===== config.mk =====
export PLATFORM = sky130hd
export DESIGN_NAME = tempsense_ctrl_flat
export DESIGN_NICKNAME = d
export VERILOG_FILES = /design/src/rtl/tempsense_ctrl_if.sv /design/src/rtl/tempsense_ctrl.sv /design/src/flat_wrapper.sv
export SDC_FILE = /design/constraint.sdc
export NUM_CORES = 1
export LEC_CHECK = 0
export CAP_MARGIN = 20
export CORE_MARGIN = 2
export CORE_UTILIZATION = 35
export DETAILED_ROUTE_END_ITERATION = 12
export HOLD_SLACK_MARGIN = 0.1
export PLACE_DENSITY_LB_ADDON = 0.08
export SYNTH_ARGS = -nofsm -noshare
export SYNTH_HDL_FRONTEND = slang
export SYNTH_SLANG_ARGS = --single-unit
export TNS_END_PERCENT = 5

===== constraint.sdc =====
create_clock -name i_clk -period 3.62 [get_ports i_clk]
set_input_delay 0.543 -clock i_clk [delete_from_list [all_inputs] [get_ports i_clk]]
set_output_delay 0.543 -clock i_clk [all_outputs]
set_load 0.02 [all_outputs]

===== src/rtl/tempsense_ctrl_if.sv =====
// Register/cell-side bundle for the tempsense sequencer.
// Latency: none (wires only).
// Backpressure: none; start is a level request sampled by the controller in IDLE.
interface tempsense_ctrl_if #(
  parameter int DAC_RESOLUTION = 6,
  parameter int CNT_WIDTH      = 12
);
  logic                      i_start;
  logic [DAC_RESOLUTION-1:0] i_dac_val;
  logic [DAC_RESOLUTION-1:0] o_dac_data;
  logic                      o_dac_en;
  logic                      o_precharge_n;
  logic                      i_tempdelay;
  logic                      o_busy;
  logic                      o_done;
  logic [CNT_WIDTH-1:0]      o_result;
  logic                      o_overflow;
  logic                      o_error;

  // Register interface and delay cell: drive requests/cell output, observe results.
  modport master (
    output i_start, i_dac_val, i_tempdelay,
    input  o_dac_data, o_dac_en, o_precharge_n, o_busy, o_done,
    input  o_result, o_overflow, o_error
  );

  // Controller side.
  modport slave (
    input  i_start, i_dac_val, i_tempdelay,
    output o_dac_data, o_dac_en, o_precharge_n, o_busy, o_done,
    output o_result, o_overflow, o_error
  );
endinterface


===== src/rtl/tempsense_ctrl.sv =====
// Sequencer + time-to-digital converter for the tempsense delay cell.
// Latency: 1 accept + SETTLE_CYCLES settle + (delay+2) measure + 1 done cycle.
// Backpressure: starts arriving while busy (or during the done cycle) are dropped.
module tempsense_ctrl #(
  parameter int DAC_RESOLUTION = 6,
  parameter int CNT_WIDTH      = 12,
  parameter int SETTLE_CYCLES  = 16
) (
  input  logic          i_clk,
  input  logic          i_rst,
  tempsense_ctrl_if.slave bus
);

  // Settle counter sized independently so SETTLE_CYCLES may exceed the delay counter range.
  localparam int SW = (SETTLE_CYCLES > 1) ? $clog2(SETTLE_CYCLES) : 1;
  localparam logic [SW-1:0]        SETTLE_LAST = SW'(SETTLE_CYCLES - 1);
  localparam logic [CNT_WIDTH-1:0] CNT_MAX     = '1;

  typedef enum logic [1:0] {
    ST_IDLE    = 2'd0,
    ST_SETTLE  = 2'd1,
    ST_MEASURE = 2'd2,
    ST_DONE    = 2'd3
  } state_t;

  state_t                    state_q;
  logic [SW-1:0]             scnt_q;
  logic [CNT_WIDTH-1:0]      cnt_q;
  logic                      sync1_q;
  logic                      sync2_q;
  logic [DAC_RESOLUTION-1:0] dac_data_q;
  logic                      dac_en_q;
  logic                      precharge_n_q;
  logic                      busy_q;
  logic                      done_q;
  logic [CNT_WIDTH-1:0]      result_q;
  logic                      overflow_q;
  logic                      error_q;

  // Two-flop synchronizer for the asynchronous cell output; resets to "not yet fallen".
  always_ff @(posedge i_clk or posedge i_rst) begin
    if (i_rst) begin
      sync1_q <= 1'b1;
      sync2_q <= 1'b1;
    end else begin
      sync1_q <= bus.i_tempdelay;
      sync2_q <= sync1_q;
    end
  end

  // Conversion sequencer with registered cell controls and results.
  always_ff @(posedge i_clk or posedge i_rst) begin
    if (i_rst) begin
      state_q       <= ST_IDLE;
      scnt_q        <= '0;
      cnt_q         <= '0;
      dac_data_q    <= '0;
      dac_en_q      <= 1'b0;
      precharge_n_q <= 1'b0;
      busy_q        <= 1'b0;
      done_q        <= 1'b0;
      result_q      <= '0;
      overflow_q    <= 1'b0;
      error_q       <= 1'b0;
    end else begin
      case (state_q)
        ST_IDLE: begin
          if (bus.i_start) begin
            dac_data_q <= bus.i_dac_val;
            scnt_q     <= '0;
            cnt_q      <= '0;
            overflow_q <= 1'b0;
            error_q    <= 1'b0;
            busy_q     <= 1'b1;
            dac_en_q   <= 1'b1;
            state_q    <= ST_SETTLE;
          end
        end
        ST_SETTLE: begin
          if (scnt_q == SETTLE_LAST) begin
            if (!sync2_q) begin
              // Cell output already low: it never precharged, so the delay is meaningless.
              error_q    <= 1'b1;
              overflow_q <= 1'b0;
              result_q   <= '0;
              done_q     <= 1'b1;
              state_q    <= ST_DONE;
            end else begin
              cnt_q         <= '0;
              precharge_n_q <= 1'b1;
              state_q       <= ST_MEASURE;
            end
          end else begin
            scnt_q <= scnt_q + SW'(1);
          end
        end
        ST_MEASURE: begin
          if (!sync2_q) begin
            // Synchronizer latency is left in the result on purpose.
            result_q <= cnt_q;
            done_q   <= 1'b1;
            state_q  <= ST_DONE;
          end else if (cnt_q == CNT_MAX) begin
            result_q   <= CNT_MAX;
            overflow_q <= 1'b1;
            done_q     <= 1'b1;
            state_q    <= ST_DONE;
          end else begin
            cnt_q <= cnt_q + CNT_WIDTH'(1);
          end
        end
        ST_DONE: begin
          done_q        <= 1'b0;
          dac_en_q      <= 1'b0;
          precharge_n_q <= 1'b0;
          busy_q        <= 1'b0;
          state_q       <= ST_IDLE;
        end
        default: state_q <= ST_IDLE;
      endcase
    end
  end

  assign bus.o_dac_data    = dac_data_q;
  assign bus.o_dac_en      = dac_en_q;
  assign bus.o_precharge_n = precharge_n_q;
  assign bus.o_busy        = busy_q;
  assign bus.o_done        = done_q;
  assign bus.o_result      = result_q;
  assign bus.o_overflow    = overflow_q;
  assign bus.o_error       = error_q;

endmodule


===== src/flat_wrapper.sv =====
// flat-port wrapper written by rule: the top's interface ports become plain ports
module tempsense_ctrl_flat 
#(
  parameter int DAC_RESOLUTION = 6,
  parameter int CNT_WIDTH      = 12,
  parameter int SETTLE_CYCLES  = 16
)
  (i_clk, i_rst, bus_i_start, bus_i_dac_val, bus_i_tempdelay, bus_o_dac_data, bus_o_dac_en, bus_o_precharge_n, bus_o_busy, bus_o_done, bus_o_result, bus_o_overflow, bus_o_error);
  tempsense_ctrl_if #(.DAC_RESOLUTION(DAC_RESOLUTION), .CNT_WIDTH(CNT_WIDTH)) bus_i ();
  input  logic i_clk;
  input  logic i_rst;
  input wire logic [$bits(bus_i.i_start)-1:0] bus_i_start;
  input wire logic [$bits(bus_i.i_dac_val)-1:0] bus_i_dac_val;
  input wire logic [$bits(bus_i.i_tempdelay)-1:0] bus_i_tempdelay;
  output wire logic [$bits(bus_i.o_dac_data)-1:0] bus_o_dac_data;
  output wire logic [$bits(bus_i.o_dac_en)-1:0] bus_o_dac_en;
  output wire logic [$bits(bus_i.o_precharge_n)-1:0] bus_o_precharge_n;
  output wire logic [$bits(bus_i.o_busy)-1:0] bus_o_busy;
  output wire logic [$bits(bus_i.o_done)-1:0] bus_o_done;
  output wire logic [$bits(bus_i.o_result)-1:0] bus_o_result;
  output wire logic [$bits(bus_i.o_overflow)-1:0] bus_o_overflow;
  output wire logic [$bits(bus_i.o_error)-1:0] bus_o_error;
  assign bus_i.i_start = bus_i_start;
  assign bus_i.i_dac_val = bus_i_dac_val;
  assign bus_i.i_tempdelay = bus_i_tempdelay;
  assign bus_o_dac_data = bus_i.o_dac_data;
  assign bus_o_dac_en = bus_i.o_dac_en;
  assign bus_o_precharge_n = bus_i.o_precharge_n;
  assign bus_o_busy = bus_i.o_busy;
  assign bus_o_done = bus_i.o_done;
  assign bus_o_result = bus_i.o_result;
  assign bus_o_overflow = bus_i.o_overflow;
  assign bus_o_error = bus_i.o_error;
  tempsense_ctrl #(.DAC_RESOLUTION(DAC_RESOLUTION), .CNT_WIDTH(CNT_WIDTH), .SETTLE_CYCLES(SETTLE_CYCLES)) u_core (.i_clk(i_clk), .i_rst(i_rst), .bus(bus_i));
endmodule

==> impl_metrics.csv <==
group,metric,value,unit
route,dr.pass1.iters,4,
pwr,ir_drop,0.404,mV
pwr,power.share.sequential,33.5,%
worst_setup_path,end_kind,"flip-flop",
hold_path,hold_path.class,"reg2reg",
yosys,yosys-mux-area-fraction,10.2,%
yosys,synth_area_leaders,"dfrtp_1 (46%), mux2i_1 (6.2%), inv_1 (4.5%)",
yosys,ys_seq_area_share,47.9,%
clock_network,ctsResizeCount,0,
worst_setup_path,crit_required,3780,ps
sta,finalSetupViolCount,0,
route,drt_iter0_drc,93,
yosys,synth_compound_gate_area_share,17.2,%
route,dr_total_vias,1675,
route,routed_wl,4.76,mm
grt,grt_antenna_before_repair,0,
yosys,ys_types,44,
route,wl_per_cell,14.7,microns
yosys,synth_ff_type,"dfrtp_1",
sta,slew_headroom,48.9,%
yosys,synth-edff-count,0,
pwr,internal_power,1.29,mW
placement,hpwl,3.37,mm
layout,layout.nets,262,
clock_network,cts_root_buf,"clkbuf_8",
clock_network,hold_buffers,0,
placement,dp.cells,316,
floorplan,initial_core_util,35.9,%
sta,tightestPinTransition,761,ps
sta,rsz0062_at_grt,"no",
yosys,ys_top_cells_by_count,"dfrtp_1 (41), inv_1 (27), o21ai_0 (18)",
grt,grt_pass1_wl,8.30,mm
pwr,p_switching,881,uW
yosys,yosysTopAreaCell,"dfrtp_1",
yosys,synth.cell_area,2250,sq um
grt,grt_start_max_net_pins,24,
worst_setup_path,crit_arrival,2640,ps
floorplan,die_h,84.2,microns
clock_network,cts.sinks,43,
clock_network,post_cts_buffers,0,
yosys,synth_xor_xnor_area_share,0.778,%
sta,max_freq,403,MHz
pwr,p_clk_share,15.3,%
yosys,synth-seq-cells,43,
layout,final_cells,324,
layout,syn_to_final_growth,20.8,%
clock_network,htree_levels,2,
pwr,p_per_area,798,nW/um^2
sta,finalHoldViolations,0,
worst_setup_path,critPathLaunchType,"flip-flop",
placement,gp_congestion,0.735,
status,status,"complete, no violations",
worst_setup_path,crit_fanout,17,
yosys,yosysMostFrequentCell,"dfrtp_1",
floorplan,ios,34,
floorplan,die_x,84.2,microns
pwr,finalPower,2.17,mW
pwr,leakagePower,1.14,nW
clock_network,clk_latency,310,ps
clock_network,cts_buffers,5,
yosys,synth_top_family_by_area,"compound AO/OA/AOI/OAI gates",
placement,port-buffer-count,33,
route,ant_nets,0,
yosys,synth_fa_ha_area_share,3.33,%
yosys,yosysWarnings,0,
route,drc,0,
pwr,p_comb_share,51.2,%
worst_setup_path,crit_path_start,"u_core.state_q[0]$_DFFE_PP0P_",
grt,grt_usage,14.6,%
layout,num_antenna_cells,0,
worst_setup_path,r2r-end,"u_core.bus.o_result[8]$_DFFE_PP0P_",
worst_setup_path,crit_type,"reg2reg",
yosys,synth_top_area_share,45.6,%
yosys,synth_cells,215,
layout,drive_gt1_share,10.5,%
hold_path,hold_depth,0,
hold_path,worstHoldStart,"u_core.sync1_q$_DFF_PP1_",
worst_setup_path,regToRegSetupSlack,1140,ps
sta,report.final.slew_viol_count,0,
clock_network,clk_path_buf_depth,2,
yosys,avgSynthCellArea,10.5,sq um
sta,fin_crit_sh,68.6,%
floorplan,core,6280,sq um
grt,grt_pass1_vias,1768,
clock_network,clkTransAtPathRegs,90,ps
route,via_per_inst,5.17,
sta,setup_tns,0,ps
job,cap_violations,0,
pwr,p_sw_share,40.6,%
worst_setup_path,r2r_start,"u_core.state_q[0]$_DFFE_PP0P_",
yosys,synth_nets,231,
worst_setup_path,reg2regPathDepth,6,
grt,grt_remaining_overflow,0,
yosys,async_flop_share,100,%
sta,timing.final.crit_period,2480,ps
sta,finClkSkew,13.7,ps
clock_network,cts_tree,"done",
floorplan,rows,29,
floorplan,die-area,7090,sq um
hold_path,whs_endpoint,"u_core.sync2_q$_DFF_PP1_",
yosys,synthSimpleGateAreaFrac,12.9,%
-- power by group through the flow --
stage | combinational, mW | sequential, mW | clock (mW)
floorplan | 0.691 | 0.850 | 0
global placement | 1.12 | 0.739 | 0
detailed placement | 1.12 | 0.738 | 0
CTS | 1.13 | 0.730 | 0.345
global route | 1.22 | 0.752 | 0.365
finish | 1.11 | 0.727 | 0.332
-- kinds of logic (layout without fill, tap and decap cells) --
| group | after synthesis | in the layout |
|---|---|---|
| AOI/OAI and AO/OA | 53 | 53 |
| and+or+nand+nor | 51 | 51 |
| DFF | 43 | 43 |
| buffers and inverters | 38 | 70 |
| muxes | 22 | 22 |
| adders and majority gates | 6 | 6 |
| xor gates and xnor gates | 2 | 2 |
-- metrics by stage --
step           setup slack, ps  util, %  hold slack (ps)  cell area, sq um
2_1_floorplan             1720        -              345              2250
5_1_grt                    895     43.3              372              2720
3_3_place_gp              1130     41.8              346              2620
3_5_place_dp              1060     41.8              354              2620
4_1_cts                   1130     43.3              367              2720
6_report                  1140     43.3              367              2720
-- worst max-delay path by stage --
stage | to | slack, ps | cells after the start
after CTS | u_core.bus.o_result[8]$_DFFE_PP0P_ | 1130 | 6
after global placement | u_core.cnt_q[4]$_DFFE_PP0P_ | 1130 | 5
after detailed placement | u_core.cnt_q[9]$_DFFE_PP0P_ | 1060 | 5
final | u_core.bus.o_result[8]$_DFFE_PP0P_ | 1140 | 6
after floorplan | u_core.cnt_q[4]$_DFFE_PP0P_ | 1720 | 7
after global routing | u_core.bus.o_result[8]$_DFFE_PP0P_ | 900 | 6
-- layer usage --
metal	up-vias	track usage (%)	part of all wire, %
li1	826	-	-
met1	816	18.9	47
met2	29	24.0	48
met3	4	4.13	3.7
met4	0	3.67	0.99
met5	-	0	0
-- sequential cells by signal, indices dropped and copies added (netlist names) --
signal and count:
u_core.bus.o_error 1, u_core.scnt_q 4, u_core.cnt_q 12, u_core.bus.o_done 1
u_core.bus.o_dac_data 6, u_core.state_q 2, u_core.bus.o_result 12, u_core.bus.o_overflow 1
u_core.bus.o_precharge_n 1, u_core.sync2_q 1, u_core.sync1_q 1, u_core.bus.o_dac_en 1
-- final cells by class --
cell class	count	area, sq um
Clock buffer	6	82.6
Sequential cell	43	1080
Tap cell	77	96.3
Multi-Input combinational cell	134	1000
Inverter	27	101
Fill cell	626	3560
Clock inverter	2	16.3
Timing Repair Buffer	35	345
-- cells in the final DEF, fill, tap and decap left out, types with 4 or more instances in the layout --
| cell type | Yosys | layout |
|---|---|---|
| a31oi_1 | 9 | 9 |
| a21oi_1 | 5 | 5 |
| nand2_1 | 13 | 13 |
| nand4_1 | 4 | 4 |
| clkdlybuf4s50_1 | 0 | 33 |
| inv_1 | 27 | 26 |
| mux2_2 | 8 | 8 |
| nor2_1 | 4 | 4 |
| nand3_1 | 11 | 11 |
| dfrtp_1 | 41 | 41 |
| clkbuf_8 | 0 | 6 |
| mux2i_1 | 14 | 14 |
| o21ai_0 | 18 | 18 |
| ha_1 | 6 | 6 |
-- critical path, cell delays in order (launching register included) --
cell	delay, ps
dfrtp_1	420
inv_1	110
ha_1	460
nand2_1	160
a41oi_4	510
and3b_1	480
mux2i_1	200
(Power assumes the default switching activity.)
